[src/rtl/nurn_integrate_fire_if.sv]
// Scheduler handshake plus status-memory ports A (read), B (write) and E (weight read)
// for one integrate-and-fire engine.
interface nurn_integrate_fire_if #(
  parameter int NUM_AXONS          = 256,
  parameter int DSIZE              = 16,
  parameter int NURN_CNT_BIT_WIDTH = 8,
  parameter int AXON_CNT_BIT_WIDTH = 8
);
  // start_i is accepted only in a cycle where busy_o=0. busy_o stays high from the
  // cycle after acceptance through the done_o pulse. spike_o/spikeNurn_o qualify with done_o.
  logic                                        start_i;
  logic [NURN_CNT_BIT_WIDTH-1:0]               nurnIdx_i;
  logic [NUM_AXONS-1:0]                        axonSpk_i;
  logic                                        busy_o;
  logic                                        done_o;
  logic                                        spike_o;
  logic [NURN_CNT_BIT_WIDTH-1:0]               spikeNurn_o;
  logic [NURN_CNT_BIT_WIDTH+1:0]               Addr_StatRd_A_o;
  logic                                        rdEn_StatRd_A_o;
  logic [DSIZE-1:0]                            data_StatRd_A_i;
  logic [NURN_CNT_BIT_WIDTH+1:0]               Addr_StatWr_B_o;
  logic                                        wrEn_StatWr_B_o;
  logic [DSIZE-1:0]                            data_StatWr_B_o;
  logic [NURN_CNT_BIT_WIDTH+AXON_CNT_BIT_WIDTH-1:0] Addr_StatRd_E_o;
  logic                                        rdEn_StatRd_E_o;
  logic [DSIZE-1:0]                            data_StatRd_E_i;

  modport master (
    output start_i, nurnIdx_i, axonSpk_i, data_StatRd_A_i, data_StatRd_E_i,
    input  busy_o, done_o, spike_o, spikeNurn_o,
    input  Addr_StatRd_A_o, rdEn_StatRd_A_o, Addr_StatWr_B_o, wrEn_StatWr_B_o,
    input  data_StatWr_B_o, Addr_StatRd_E_o, rdEn_StatRd_E_o
  );

  modport slave (
    input  start_i, nurnIdx_i, axonSpk_i, data_StatRd_A_i, data_StatRd_E_i,
    output busy_o, done_o, spike_o, spikeNurn_o,
    output Addr_StatRd_A_o, rdEn_StatRd_A_o, Addr_StatWr_B_o, wrEn_StatWr_B_o,
    output data_StatWr_B_o, Addr_StatRd_E_o, rdEn_StatRd_E_o
  );
endinterface

[src/rtl/nurn_integrate_fire.sv]
// Integrate-and-fire update of one neuron: read bias/pot/th, accumulate weights of
// spiking axons, saturate, compare to threshold, write back potential, report spike.
module nurn_integrate_fire #(
  parameter int NUM_NURNS          = 256,
  parameter int NUM_AXONS          = 256,
  parameter int DSIZE              = 16,
  parameter int NURN_CNT_BIT_WIDTH = $clog2(NUM_NURNS),
  parameter int AXON_CNT_BIT_WIDTH = $clog2(NUM_AXONS)
) (
  input  logic                 clk_i,
  input  logic                 rst_i,
  nurn_integrate_fire_if.slave bus,
  output logic [2:0]           state_dbg
);
  typedef enum logic [2:0] {
    S_IDLE, S_RD_BIAS, S_RD_POT, S_RD_TH, S_ACC, S_DRAIN, S_WR, S_DONE
  } state_t;

  localparam int AW = DSIZE + AXON_CNT_BIT_WIDTH + 2;
  localparam int SW = AW + 2;
  localparam logic signed [SW-1:0] SAT_MAX = {{(SW-DSIZE+1){1'b0}}, {(DSIZE-1){1'b1}}};
  localparam logic signed [SW-1:0] SAT_MIN = {{(SW-DSIZE+1){1'b1}}, {(DSIZE-1){1'b0}}};
  localparam logic [AXON_CNT_BIT_WIDTH-1:0] LAST_AXON = AXON_CNT_BIT_WIDTH'(NUM_AXONS - 1);

  state_t                          state;
  logic [NURN_CNT_BIT_WIDTH-1:0]   nurn_q;
  logic [AXON_CNT_BIT_WIDTH-1:0]   axon_q;
  logic [AXON_CNT_BIT_WIDTH-1:0]   axon_nxt;
  logic signed [DSIZE-1:0]         bias_q, pot_q, th_q;
  logic signed [AW-1:0]            acc_q, acc_nxt;
  logic                            rd_e_q;
  logic                            fire_q;
  logic signed [SW-1:0]            sum;
  logic signed [DSIZE-1:0]         sat;
  logic                            fire;

  assign state_dbg = state;
  assign axon_nxt  = axon_q + 1'b1;

  // Weight data is only meaningful the cycle after an issued E read.
  always_comb begin
    acc_nxt = acc_q;
    if (rd_e_q)
      acc_nxt = acc_q + {{(AW-DSIZE){bus.data_StatRd_E_i[DSIZE-1]}}, bus.data_StatRd_E_i};
  end

  always_comb begin
    sum = {{(SW-DSIZE){pot_q[DSIZE-1]}}, pot_q}
        + {{(SW-DSIZE){bias_q[DSIZE-1]}}, bias_q}
        + {{(SW-AW){acc_nxt[AW-1]}}, acc_nxt};
    sat = sum[DSIZE-1:0];
    if (sum > SAT_MAX)      sat = {1'b0, {(DSIZE-1){1'b1}}};
    else if (sum < SAT_MIN) sat = {1'b1, {(DSIZE-1){1'b0}}};
    fire = (sat >= th_q);
  end

  always_ff @(posedge clk_i) begin
    if (rst_i) begin
      state               <= S_IDLE;
      nurn_q              <= '0;
      axon_q              <= '0;
      bias_q              <= '0;
      pot_q               <= '0;
      th_q                <= '0;
      acc_q               <= '0;
      rd_e_q              <= 1'b0;
      fire_q              <= 1'b0;
      bus.busy_o          <= 1'b0;
      bus.done_o          <= 1'b0;
      bus.spike_o         <= 1'b0;
      bus.spikeNurn_o     <= '0;
      bus.Addr_StatRd_A_o <= '0;
      bus.rdEn_StatRd_A_o <= 1'b0;
      bus.Addr_StatWr_B_o <= '0;
      bus.wrEn_StatWr_B_o <= 1'b0;
      bus.data_StatWr_B_o <= '0;
      bus.Addr_StatRd_E_o <= '0;
      bus.rdEn_StatRd_E_o <= 1'b0;
    end else begin
      rd_e_q <= bus.rdEn_StatRd_E_o;
      acc_q  <= acc_nxt;
      case (state)
        S_IDLE: if (bus.start_i) begin
          nurn_q              <= bus.nurnIdx_i;
          acc_q               <= '0;
          axon_q              <= '0;
          bus.busy_o          <= 1'b1;
          bus.rdEn_StatRd_A_o <= 1'b1;
          bus.Addr_StatRd_A_o <= {bus.nurnIdx_i, 2'b00};
          state               <= S_RD_BIAS;
        end
        S_RD_BIAS: begin
          bus.Addr_StatRd_A_o <= {nurn_q, 2'b01};
          state               <= S_RD_POT;
        end
        S_RD_POT: begin
          bias_q              <= bus.data_StatRd_A_i;
          bus.Addr_StatRd_A_o <= {nurn_q, 2'b10};
          state               <= S_RD_TH;
        end
        S_RD_TH: begin
          pot_q               <= bus.data_StatRd_A_i;
          bus.rdEn_StatRd_A_o <= 1'b0;
          bus.rdEn_StatRd_E_o <= bus.axonSpk_i[0];
          bus.Addr_StatRd_E_o <= {nurn_q, {AXON_CNT_BIT_WIDTH{1'b0}}};
          state               <= S_ACC;
        end
        S_ACC: begin
          // Threshold read issued in RD_TH lands in the first ACC cycle.
          if (axon_q == '0) th_q <= bus.data_StatRd_A_i;
          if (axon_q == LAST_AXON) begin
            axon_q              <= '0;
            bus.rdEn_StatRd_E_o <= 1'b0;
            state               <= S_DRAIN;
          end else begin
            axon_q              <= axon_nxt;
            bus.rdEn_StatRd_E_o <= bus.axonSpk_i[axon_nxt];
            bus.Addr_StatRd_E_o <= {nurn_q, axon_nxt};
          end
        end
        S_DRAIN: begin
          fire_q              <= fire;
          bus.wrEn_StatWr_B_o <= 1'b1;
          bus.Addr_StatWr_B_o <= {nurn_q, 2'b01};
          bus.data_StatWr_B_o <= fire ? '0 : sat;
          state               <= S_WR;
        end
        S_WR: begin
          bus.wrEn_StatWr_B_o <= 1'b0;
          bus.done_o          <= 1'b1;
          bus.spike_o         <= fire_q;
          bus.spikeNurn_o     <= nurn_q;
          state               <= S_DONE;
        end
        S_DONE: begin
          bus.done_o  <= 1'b0;
          bus.spike_o <= 1'b0;
          bus.busy_o  <= 1'b0;
          state       <= S_IDLE;
        end
        default: state <= S_IDLE;
      endcase
    end
  end
endmodule

[src/flat_wrapper.sv]
// flat-port wrapper written by rule: the top's interface ports become plain ports
module nurn_integrate_fire_flat 
#(
  parameter int NUM_NURNS          = 256,
  parameter int NUM_AXONS          = 256,
  parameter int DSIZE              = 16,
  parameter int NURN_CNT_BIT_WIDTH = $clog2(NUM_NURNS),
  parameter int AXON_CNT_BIT_WIDTH = $clog2(NUM_AXONS)
)
  (clk_i, rst_i, state_dbg, bus_start_i, bus_nurnIdx_i, bus_axonSpk_i, bus_data_StatRd_A_i, bus_data_StatRd_E_i, bus_busy_o, bus_done_o, bus_spike_o, bus_spikeNurn_o, bus_Addr_StatRd_A_o, bus_rdEn_StatRd_A_o, bus_Addr_StatWr_B_o, bus_wrEn_StatWr_B_o, bus_data_StatWr_B_o, bus_Addr_StatRd_E_o, bus_rdEn_StatRd_E_o);
  nurn_integrate_fire_if #(.NUM_AXONS(NUM_AXONS), .DSIZE(DSIZE), .NURN_CNT_BIT_WIDTH(NURN_CNT_BIT_WIDTH), .AXON_CNT_BIT_WIDTH(AXON_CNT_BIT_WIDTH)) bus_i ();
  input  logic clk_i;
  input  logic rst_i;
  output logic [2:0] state_dbg;
  input wire logic [$bits(bus_i.start_i)-1:0] bus_start_i;
  input wire logic [$bits(bus_i.nurnIdx_i)-1:0] bus_nurnIdx_i;
  input wire logic [$bits(bus_i.axonSpk_i)-1:0] bus_axonSpk_i;
  input wire logic [$bits(bus_i.data_StatRd_A_i)-1:0] bus_data_StatRd_A_i;
  input wire logic [$bits(bus_i.data_StatRd_E_i)-1:0] bus_data_StatRd_E_i;
  output wire logic [$bits(bus_i.busy_o)-1:0] bus_busy_o;
  output wire logic [$bits(bus_i.done_o)-1:0] bus_done_o;
  output wire logic [$bits(bus_i.spike_o)-1:0] bus_spike_o;
  output wire logic [$bits(bus_i.spikeNurn_o)-1:0] bus_spikeNurn_o;
  output wire logic [$bits(bus_i.Addr_StatRd_A_o)-1:0] bus_Addr_StatRd_A_o;
  output wire logic [$bits(bus_i.rdEn_StatRd_A_o)-1:0] bus_rdEn_StatRd_A_o;
  output wire logic [$bits(bus_i.Addr_StatWr_B_o)-1:0] bus_Addr_StatWr_B_o;
  output wire logic [$bits(bus_i.wrEn_StatWr_B_o)-1:0] bus_wrEn_StatWr_B_o;
  output wire logic [$bits(bus_i.data_StatWr_B_o)-1:0] bus_data_StatWr_B_o;
  output wire logic [$bits(bus_i.Addr_StatRd_E_o)-1:0] bus_Addr_StatRd_E_o;
  output wire logic [$bits(bus_i.rdEn_StatRd_E_o)-1:0] bus_rdEn_StatRd_E_o;
  assign bus_i.start_i = bus_start_i;
  assign bus_i.nurnIdx_i = bus_nurnIdx_i;
  assign bus_i.axonSpk_i = bus_axonSpk_i;
  assign bus_i.data_StatRd_A_i = bus_data_StatRd_A_i;
  assign bus_i.data_StatRd_E_i = bus_data_StatRd_E_i;
  assign bus_busy_o = bus_i.busy_o;
  assign bus_done_o = bus_i.done_o;
  assign bus_spike_o = bus_i.spike_o;
  assign bus_spikeNurn_o = bus_i.spikeNurn_o;
  assign bus_Addr_StatRd_A_o = bus_i.Addr_StatRd_A_o;
  assign bus_rdEn_StatRd_A_o = bus_i.rdEn_StatRd_A_o;
  assign bus_Addr_StatWr_B_o = bus_i.Addr_StatWr_B_o;
  assign bus_wrEn_StatWr_B_o = bus_i.wrEn_StatWr_B_o;
  assign bus_data_StatWr_B_o = bus_i.data_StatWr_B_o;
  assign bus_Addr_StatRd_E_o = bus_i.Addr_StatRd_E_o;
  assign bus_rdEn_StatRd_E_o = bus_i.rdEn_StatRd_E_o;
  nurn_integrate_fire #(.NUM_NURNS(NUM_NURNS), .NUM_AXONS(NUM_AXONS), .DSIZE(DSIZE), .NURN_CNT_BIT_WIDTH(NURN_CNT_BIT_WIDTH), .AXON_CNT_BIT_WIDTH(AXON_CNT_BIT_WIDTH)) u_core (.clk_i(clk_i), .rst_i(rst_i), .bus(bus_i), .state_dbg(state_dbg));
endmodule
[config.mk]
export PLATFORM = sky130hd
export DESIGN_NAME = nurn_integrate_fire_flat
export DESIGN_NICKNAME = d
export VERILOG_FILES = /design/src/rtl/nurn_integrate_fire_if.sv /design/src/rtl/nurn_integrate_fire.sv /design/src/flat_wrapper.sv
export SDC_FILE = /design/constraint.sdc
export NUM_CORES = 1
export LEC_CHECK = 0
export ABC_AREA = 1
export CAP_MARGIN = 20
export CORE_MARGIN = 2
export CORE_UTILIZATION = 49
export DETAILED_ROUTE_END_ITERATION = 10
export PLACE_DENSITY = 0.82
export SYNTH_ARGS = -nofsm -noshare
export SYNTH_HDL_FRONTEND = slang
export SYNTH_SLANG_ARGS = --single-unit
[constraint.sdc]
create_clock -name clk_i -period 8.3 [get_ports clk_i]
set_input_delay 1.245 -clock clk_i [delete_from_list [all_inputs] [get_ports clk_i]]
set_output_delay 1.245 -clock clk_i [all_outputs]
set_load 0.01 [all_outputs]
Word-level counts from Yosys, hierarchy flattened
Cells that the tools add are included.
W data, S select, Z words.
{"block": "totals", "ff_bits": 160, "in_bits": 299, "output_inout_bits": 69}
{"block": "op_classes", "n_addsub": 4, "n_lt_le_gt_ge": 4, "eq_ne": 11, "muxes": 26, "reduce_logical": 17}
{"cell": "$mux W26", "count": 3}
{"cell": "$mux W16", "count": 4}
{"cell": "$pmux W16 S2", "count": 1}
{"cell": "$pmux W10 S3", "count": 1}
{"cell": "$add A28 B28 Y28", "count": 1}
{"cell": "$gt A28 B16 Y1 const B", "count": 1}
{"cell": "$lt A28 B16 Y1 const B", "count": 1}
{"cell": "$add A26 B26 Y26", "count": 1}
{"cell": "$pmux W3 S8", "count": 1}
{"cell": "$add A16 B16 Y17", "count": 1}
{"cell": "$ge A16 B16 Y1", "count": 1}
{"cell": "$mux W8", "count": 2}
{"cell": "$pmux W8 S2", "count": 1}
{"cell": "$reduce_and A2 Y1", "count": 8}
{"cell": "$eq A3 B3 Y1 const B", "count": 4}
{"cell": "$pmux W1 S2", "count": 6}
{"cell": "$reduce_bool A2 Y1", "count": 6}
{"cell": "$mux W10", "count": 1}
{"cell": "$lt A8 B9 Y1 const B", "count": 1}
{"cell": "$add A8 B1 Y8 const B", "count": 1}
{"cell": "$bmux W1 S8", "count": 1}
{"cell": "$eq A8 B8 Y1 const B", "count": 1}
{"cell": "$logic_not A8 Y1", "count": 1}
{"cell": "$eq A3 B2 Y1 const B", "count": 2}
{"cell": "7 further kinds", "count": 11}

Logic depth before layout (Yosys ltp)
Gate-level depths: netlist (run 1).
{"block": "depth", "depth_word": 8, "depth_mapped": 46}

Worst setup path after synthesis (run 1)
OpenSTA, ideal clock, no wires.
{"block": "synth_timing", "kind": "input to register", "startpoint": "input port bus_data_StatRd_E_i[8]", "endpoint": "register u_core.bus.data_StatWr_B_o[10]", "setup_ns": 0.070, "arrival_ns": 6.144, "required_time_ns": 8.230, "path_slack_ns": 2.086, "cell_stages": 36, "path_buffers": 2, "path_cell_list": "ha_1 > nand2_1 > nor4_1 > a21oi_1 > o21ai_0 > a21boi_0 > xor2_1 > nand2_1 > o21ai_0 > inv_1 > ha_1 > nand2_1 > nor2_2 > inv_1 > nor3_2 > nand2_1 > nand2_1 > nand2_1 > nand2_1 > nand3_1 > nor2_1 > nand3_1 > nand2_1 > buf_6 > nand2_2 > ha_1 > a21oi_1 > nor2_1 > a211oi_1 > o21ai_0 > a21oi_1 > xor2_1 > nor2_1 > buf_2 > nand2_1 > a21oi_1"}
{"block": "synth_between", "elab_chain_cells": 8, "word_cells_on_any_way": 9}
{"item": "start: declaration", "line": "flat_wrapper.sv:19", "text": "input wire logic [$bits(bus_i.data_StatRd_E_i)-1:0] bus_data_StatRd_E_i;"}
{"item": "$add A26 B26 Y26 (*)", "line": "nurn_integrate_fire.sv:44", "text": "acc_nxt = acc_q + {{(AW-DSIZE){bus.data_StatRd_E_i[DSIZE-1]}}, bus.data_StatRd_E_i};"}
{"item": "$mux W26 (*)", "line": "nurn_integrate_fire.sv:43", "text": "if (rd_e_q)"}
{"item": "$add A28 B28 Y28 (*)", "line": "nurn_integrate_fire.sv:50", "text": "+ {{(SW-AW){acc_nxt[AW-1]}}, acc_nxt};"}
{"item": "$lt A28 B16 Y1", "line": "nurn_integrate_fire.sv:53", "text": "else if (sum < SAT_MIN) sat = {1'b1, {(DSIZE-1){1'b0}}};"}
{"item": "$mux W16", "line": "nurn_integrate_fire.sv:53"}
{"item": "$mux W16 (*)", "line": "nurn_integrate_fire.sv:52", "text": "if (sum > SAT_MAX) sat = {1'b0, {(DSIZE-1){1'b1}}};"}
{"item": "$ge A16 B16 Y1", "line": "nurn_integrate_fire.sv:54", "text": "fire = (sat >= th_q);"}
{"item": "$mux W16 (*)", "line": "nurn_integrate_fire.sv:125", "text": "bus.data_StatWr_B_o <= fire ? '0 : sat;"}
{"item": "end signal: assignment", "line": "nurn_integrate_fire.sv:125"}
{"item": "end: declaration", "line": "nurn_integrate_fire_if.sv:39", "text": "output data_StatWr_B_o, Addr_StatRd_E_o, rdEn_StatRd_E_o"}
Mark *: on every way between the ends. The rest lies on a longest branch, timed or not.
A chain may end at the register's enable or synchronous reset.

Worst setup path after layout (run 1)
{"block": "layout_timing", "startpoint": "input port bus_data_StatRd_E_i[6]", "endpoint": "register u_core.bus.data_StatWr_B_o[3]"}
The elaborated chain is that of the path after synthesis.

==> flow_summary.toml, run 1 <==
[cts]
clkTransAtPathRegs_ps = 70
cts_root_buffer = "clkbuf_16"
h-tree-depth = 4
clkLatencyLatePin_ps = 450
cts_sinks = 160
cts_buffers = 17
cts_hold_buf = 0
cts_tree = "built"
post-cts-setup-buffer-count = 0
clockBufferDepth = 2
cts_resized = 0

[run]
timing.max_cap.violations = 0

[floorplanning]
rows = 59
die_x_um = 165
start_util = 0.495
die_h_um = 165
ioPinCount = 368
core_area_um2 = 25800
design.die.area_um2 = 27400

[grt]
grt_pass1_vias = 14200
globalRouteMet3Util = 0.0799
track_usage = 0.351
antenna_found_initial = 4
grt_first_pass_wirelength_um = 74900
grt_max_degree = 95
gr-usage-met2 = 0.580
grtUsageMet1 = 0.448
grt-ovfl-total = 0
busiest_layer = "met2"

[run_status]
outcome = "finished clean"

[timing]
fin_hold_ws_ps = 467
slew_violations = 0
worst_slack_ps = 817
max_slew.worst_pin.slew_ps = 1100
hold_viol = 0
skew_ps = 22.7
relSlewSlack = 0.269
rsz0062_at_grt = "false"
layout_min_cycle_time_ps = 7480
finalSetupViolCount = 0
fin_tns_setup_ps = 0
fin_crit_sh = 0.902
fmax_mhz = 134

[synthesis]
synth.most_common_cell = "nand2_1"
synth_cells = 2099
synth_top_flop_cell = "dfxtp_1"
async_flop_share = 0
netlist_top_cells_count = "479 x nand2_1, 348 x nor2_1, 263 x o21ai_0"
netlist_area_um2 = 12800
yosys_warnings = 0
post-synth-top-area-cell = "dfxtp_1"
synth_top_area_share = 0.251
synth_nets = 2490
synth_seq_cells = 160
syn_avg_cell_area_um2 = 6.09
ys_types = 52
seq_area_frac_synth = 0.251
synthTopCellsByArea = "dfxtp_1 25%, nand2_1 14%, o21ai_0 10%"
synth_edf_count = 0

[cells_and_area]
fin_util = 0.667
area_growth_pct = 34.8
finalNetCount = 2798
nFillCells = 2338
drive_above_1_share = 0.0417

[placed_design]
finalWeightedCongestion = 1.01
dp_slack_ps = 540
port_buffers = 366
dp_hpwl_um = 39100

[route]
first_pass_iters = 6
detail_route.wl_per_cell_um = 18.1
viasPerCell = 5.63
drtIter0Drc = 1478
vias = 15500
antenna_left = 0
routed_wl_um = 49900
drc = 0

[setup_path]
crit_type = "input port to flop"
critPathMaxFanout = 15
cp.arrival_ps = 7850
worst_ep_required_time_ps = 8670
worst_path_max_delay_cell = "nand2_1"
cpMostUsedCell = "nand2_1"
crit_path_start_kind = "input port"
endpoint_kind = "flop"
max_stage_delay_ps = 510

[power]
p_leak_nw = 7.64
vdd_drop_max_mv = 0.291
pwr_density_cell_nw_per_um2 = 233

[hold_path]
min_path_type = "flop to flop"
-- metrics by stage --
stage               instance area (um^2)  total power [mW]  std cells
global placement                   16600              3.07       2723
global route                       17200              4.29       2755
floorplan                          12800              2.44       2099
finish                             17200              4.01       2756
detailed placement                 16600              3.12       2723
CTS                                17200              3.98       2755
-- logic make-up after synthesis --
kind of cell | synth area share
xor+xnor | 0.0329
fa+ha+maj | 0.0919
compound gates | 0.212
buf+inv | 0.0907
flops | 0.251
simple gates | 0.322
other cells | 0.000293
-- sequential cells by signal (all words and copies together), names as in the netlist, 3 cells and up --
signal and flops:
u_core.bias_q 16, u_core.bus.data_StatWr_B_o 16, u_core.state_dbg 3, u_core.th_q 16, u_core.nurn_q 8, u_core.bus.Addr_StatWr_B_o 9
u_core.bus.Addr_StatRd_A_o 10, u_core.bus.spikeNurn_o 8, u_core.axon_q 8, u_core.pot_q 16, u_core.bus.Addr_StatRd_E_o 16, u_core.acc_q 26
-- where the power goes --
part / internal (mW) / switching (mW)
combinational: 0.837 / 1.35
sequential: 0.894 / 0.0950
clock: 0.420 / 0.414
total: 2.15 / 1.86
-- path summary, 6_finish.rpt --
kind / from / to / slack [ps] / depth (start not counted)
max reg2reg: u_core.pot_q[0] / u_core.bus.data_StatWr_B_o[3] / 1150 / 36
max: bus_data_StatRd_E_i[6] / u_core.bus.data_StatWr_B_o[3] / 820 / 34
min: u_core.bus.busy_o / u_core.bus.busy_o / 470 / 2
min reg2reg: u_core.bus.busy_o / u_core.bus.busy_o / 470 / 2
-- cell type report --
| cell class | count | area, um^2 | share of cell area |
|---|---|---|---|
| Multi-Input combinational cell | 1645 | 8420 | 0.489 |
| Timing Repair Buffer | 380 | 3770 | 0.219 |
| Sequential cell | 160 | 3210 | 0.186 |
| Inverter | 203 | 763 | 0.0443 |
| Clock buffer | 17 | 425 | 0.0247 |
| Tap cell | 335 | 419 | 0.0243 |
| Clock inverter | 15 | 219 | 0.0127 |
| Antenna cell | 1 | 2.50 | 0.000145 |
-- routing by layer --
| metal | wire length, um | up-vias |
|---|---|---|
| met3 | 5040 | 124 |
| met1 | 20800 | 7128 |
| li1 | - | 7522 |
| met5 | 20 | - |
| met4 | 1840 | 4 |
| met2 | 22100 | 747 |
-- cell usage in the layout (no fill, tap or decap), types with 19 or more instances in the layout --
cell / instances
xor2_1: 32
nand4_1: 19
o22ai_1: 64
inv_1: 191
nor2_1: 347
ha_1: 88
nand3_1: 100
o21ai_0: 263
dfxtp_1: 159
nand2_2: 24
nand2_1: 479
clkdlybuf4s50_1: 366
a21oi_1: 124
-- critical path, delay by kind of cell --
family / cells / cell delay, ps
simple gates: 17 / 2860
fa+ha+maj: 3 / 1110
buf+inv: 3 / 800
xor+xnor: 2 / 240
compound gates: 9 / 1560
Note: power is estimated with default switching activity, not from simulation.
==> inputs of run 2 (changes only) <==
--- a/config.mk
+++ b/config.mk
@@ -10,7 +10,9 @@
 export CORE_MARGIN = 2
 export CORE_UTILIZATION = 49
 export DETAILED_ROUTE_END_ITERATION = 10
+export GPL_TIMING_DRIVEN = 0
 export PLACE_DENSITY = 0.82
+export RECOVER_POWER = 25
 export SYNTH_ARGS = -nofsm -noshare
 export SYNTH_HDL_FRONTEND = slang
 export SYNTH_SLANG_ARGS = --single-unit
==> run 2 against run 1 <==
Final cell count rose by 2.9%. Sequential share of layout area decreased by 0.32 points. Non-clock buffer count is 76 higher. Worst hold slack about the same. Maximum frequency down 4.2%. Utilization increased by 1.1 points. Critical path type unchanged. Largest power group unchanged. Highest routed layer unchanged.
==> flow_summary.toml, run 2 (synthesis gave the netlist of run 1 again) <==
[route]
dr.max_layer_used = "met5"
drtIter0Drc = 1910
met1_length_um = 22400
antenna_left = 0
wl_met3_um = 6670
routed_wl_um = 55400
detail_route.wl_per_cell_um = 19.5
wl_met2_um = 24100
vias = 16100
drc = 0
first_pass_iters = 6
viasPerCell = 5.69

[setup_path]
crit_type = "input port to flop"
critPathMaxFanout = 11
cpMostUsedCell = "nand2_1"
crit_path_start_kind = "input port"
cp.arrival_ps = 8160
endpoint_kind = "flop"
max_stage_delay_ps = 830
worst_path_max_delay_cell = "clkdlybuf4s50_1"
worst_ep_required_time_ps = 8660

[placed_design]
port_buffers = 365
dp_hpwl_um = 44600
finalWeightedCongestion = 1.02

[timing]
relSlewSlack = 0.537
layout_min_cycle_time_ps = 7810
fin_hold_ws_ps = 467
fin_tns_setup_ps = 0
rsz0062_at_grt = "false"
max_slew.worst_pin.slew_ps = 689
hold_viol = 0
fmax_mhz = 128
slew_violations = 0
skew_ps = 19.4
fin_crit_sh = 0.941
finalSetupViolCount = 0

[cells_and_area]
fin_util = 0.678
drive_above_1_share = 0.0417
mostFrequentLayoutCells = "479 x nand2_1, 364 x clkdlybuf4s50_1, 348 x nor2_1, 263 x o21ai_0, 193 x inv_1"
finalNetCount = 2874
area_growth_pct = 37.0
nFillCells = 2317
layout_commonest_cell = "nand2_1"
regMostFlops = "u_core.acc_q"
largest_reg_flops = 26

[power]
p_leak_nw = 7.74
pwr_density_cell_nw_per_um2 = 236
vdd_drop_max_mv = 0.264

[grt]
grt-ovfl-total = 0
grt_pass1_vias = 15000
grt_first_pass_wirelength_um = 83100
grt_max_degree = 22
track_usage = 0.396
antenna_found_initial = 5

[floorplanning]
design.die.area_um2 = 27400
rows = 59
die_x_um = 165
ioPinCount = 368
core_area_um2 = 25800
start_util = 0.495
die_h_um = 165

[hold_path]
min_path_type = "flop to flop"

[cts]
post-cts-setup-buffer-count = 0
cts_resized = 0
cts_tree = "built"
clkTransAtPathRegs_ps = 70
cts_root_buffer = "clkbuf_16"
cts_sinks = 160
clockBufferDepth = 2
cts_buffers = 17
cts_hold_buf = 0
h-tree-depth = 4
clkLatencyLatePin_ps = 450

[run_status]
outcome = "finished clean"

[run]
timing.max_cap.violations = 0
run 2: routing by layer:
layer  track usage  vias to the layer above
met5             0                        -
met4         0.161                        2
met2         0.625                      957
li1              -                     7694
met1         0.509                     7332
met3         0.109                      154
run 2: critical path, delay by kind of cell:
family,cells,cell delay [ps]
buf+inv,3,1360
compound gates,9,1580
xor+xnor,1,90
fa+ha+maj,3,1070
simple gates,19,2810
run 2: metrics by stage:
| stage | cell area, um^2 | std cells | worst slack (ps) | power (mW) |
|---|---|---|---|---|
| final | 17500 | 2837 | 493 | 4.13 |
| after global routing | 17500 | 2832 | 55.8 | 4.38 |
| after CTS | 17500 | 2831 | 640 | 4.06 |
| after detailed placement | 16800 | 2799 | 252 | 3.22 |
| after global placement | 16800 | 2799 | 386 | 3.17 |
| after floorplan | 12800 | 2099 | 2090 | 2.44 |
run 2: layout make-up:
type	count	area, um^2	area share
diodes	6	15.0	0.000858
clock inverters	15	219	0.0125
well taps	335	419	0.0239
repair buffers	365	3650	0.209
plain buffers	91	395	0.0226
multi-input cells	1645	8420	0.481
inverters	203	762	0.0435
clock buffers	17	425	0.0243
flip-flops and latches	160	3200	0.183
run 2: where the power goes:
group          total, mW  internal (mW)  switching [mW]
combinational       2.31          0.879            1.43
sequential         0.987          0.894          0.0924
clock              0.832          0.421           0.411
run 2: final timing paths:
check | startpoint | end | slack (ps) | cells after the start
worst max-delay path | bus_data_StatRd_E_i[15] | u_core.bus.data_StatWr_B_o[13] | 490 | 35
worst min-delay path | u_core.th_q[3] | u_core.th_q[3] | 470 | 2
worst max register to register | u_core.pot_q[0] | u_core.bus.data_StatWr_B_o[13] | 1230 | 37
worst min register to register | u_core.th_q[3] | u_core.th_q[3] | 470 | 2
==> inputs of run 3 (changes only) <==
--- a/config.mk
+++ b/config.mk
@@ -8,11 +8,13 @@
 export ABC_AREA = 1
 export CAP_MARGIN = 20
 export CORE_MARGIN = 2
-export CORE_UTILIZATION = 49
+export CORE_UTILIZATION = 50
+export CTS_BUF_LIST = sky130_fd_sc_hd__clkbuf_8
 export DETAILED_ROUTE_END_ITERATION = 10
 export GPL_TIMING_DRIVEN = 0
-export PLACE_DENSITY = 0.82
+export PLACE_DENSITY = 0.83
 export RECOVER_POWER = 25
+export SLEW_MARGIN = 10
 export SYNTH_ARGS = -nofsm -noshare
 export SYNTH_HDL_FRONTEND = slang
 export SYNTH_SLANG_ARGS = --single-unit
==> run 3 against run 2 <==
Worst hold slack improved by 4.5 ps. Via count is 1.1% higher. Total power shrank 5.5%. First-iteration DRC count decreased by 3.5%. Die area is 2.0% lower. Combinational power barely moved. Sequential share of layout area is 0.24 points higher.
==> flow_summary.toml, run 3 (synthesis gave the netlist of run 1 again) <==
[hold_path]
hold_depth = 2
min_path_type = "flop to flop"

[cts]
cts_buffers = 17
cts_root_buffer = "clkbuf_8"
h-tree-depth = 4
clockBufferDepth = 2
cts_hold_buf = 0
cts_sinks = 160
cts_tree = "built"
clkTransAtPathRegs_ps = 100
clkLatencyLatePin_ps = 480

[timing]
relSlewSlack = 0.551
hold_viol = 0
layout_min_cycle_time_ps = 7850
rsz0062_at_grt = "false"
finalSetupViolCount = 0
fin_crit_sh = 0.945
fmax_mhz = 127
slew_violations = 0
max_slew.worst_pin.slew_ps = 671
fin_tns_setup_ps = 0
skew_ps = 16.2

[route]
vias = 16300
drc = 0
first_pass_iters = 8
antenna_left = 0
viasPerCell = 5.76
drtIter0Drc = 1844
detail_route.wl_per_cell_um = 19.9
routed_wl_um = 56300

[grt]
grt_pass1_vias = 15200
grt-ovfl-total = 0
grt_first_pass_wirelength_um = 83900
grt_max_degree = 20
track_usage = 0.408
antenna_found_initial = 6

[cells_and_area]
nFillCells = 2247
mostFrequentLayoutCells = "479 x nand2_1, 364 x clkdlybuf4s50_1, 348 x nor2_1, 262 x o21ai_0, 193 x inv_1"
largest_reg_flops = 26
layout_commonest_cell = "nand2_1"
regMostFlops = "u_core.acc_q"
fin_util = 0.688
finalNetCount = 2874
drive_above_1_share = 0.0421
area_growth_pct = 35.2

[run_status]
outcome = "finished clean"

[setup_path]
cpMostUsedCell = "nand2_1"
worst_ep_required_time_ps = 8700
crit_path_start_kind = "input port"
crit_type = "input port to flop"
rr_worst_depth = 37
max_stage_delay_ps = 820
critPathMaxFanout = 11
cp.arrival_ps = 8250
worst_path_max_delay_cell = "clkdlybuf4s50_1"
endpoint_kind = "flop"

[floorplanning]
start_util = 0.509
design.die.area_um2 = 26800
ioPinCount = 368
die_h_um = 164
core_area_um2 = 25100
die_x_um = 164
rows = 58

[power]
power_mw = 3.90
vdd_drop_max_mv = 0.296
p_leak_nw = 7.64
pwr_density_cell_nw_per_um2 = 226

[placed_design]
dp_hpwl_um = 45900
finalWeightedCongestion = 1.03
port_buffers = 365

[run]
timing.max_cap.violations = 0
[run 3: metal layers]
metal  vias to the layer above  share of wire  GRT usage  wire length, um
met5                         -        0.00025          0               14
met4                         2          0.049      0.191             2780
met3                       181           0.11      0.105             6280
met2                       945           0.43      0.648            24400
met1                      7502           0.41      0.517            22900
li1                       7683              -          -                -
[run 3: layout make-up]
| cell class | instances | area [um^2] | share of cell area |
|---|---|---|---|
| repair buffers | 365 | 3650 | 0.211 |
| flip-flops and latches | 160 | 3200 | 0.185 |
| clock inverters | 15 | 188 | 0.0109 |
| plain buffers | 91 | 397 | 0.0230 |
| inverters | 203 | 762 | 0.0441 |
| multi-input cells | 1645 | 8420 | 0.487 |
| diodes | 5 | 12.5 | 0.000724 |
| well taps | 330 | 413 | 0.0239 |
| clock buffers | 17 | 234 | 0.0135 |
[run 3: metrics by stage]
stage                     cells  cell area [um^2]  setup slack (ps)  hold slack [ps]
final                      2831             17300               455              471
after global routing       2830             17300              37.5              490
after CTS                  2826             17300               687              471
after detailed placement   2794             16800               312              456
after global placement     2794             16800               609              448
after floorplan            2099             12800              2090              435
[run 3: final timing paths]
check	startpoint	end	slack [ps]
worst max-delay path	bus_data_StatRd_E_i[15]	u_core.bus.data_StatWr_B_o[8]	450
worst min-delay path	u_core.th_q[2]	u_core.th_q[2]	470
worst max register to register	u_core.pot_q[0]	u_core.bus.data_StatWr_B_o[8]	1040
worst min register to register	u_core.th_q[2]	u_core.th_q[2]	470
[run 3: power by group]
group | switching [mW] | internal (mW) | total [mW]
logic | 1.44 | 0.877 | 2.32
registers | 0.0907 | 0.894 | 0.985
clock network | 0.365 | 0.234 | 0.599
total | 1.89 | 2.01 | 3.90
[run 3: repair_timing]
item / CTS / global route
gates resized for setup: 0 / 1
setup buffers: 0 / 0
setup endpoints to repair: 0 / 9
[run 3: critical path: cells and delay by family]
family	cells	cell delay (ps)
AND/OR/NAND/NOR	19	2810
buffers and inverters	3	1340
XOR/XNOR	1	160
adder cells (fa/ha/maj)	3	1050
AO/OA/AOI/OAI	9	1650
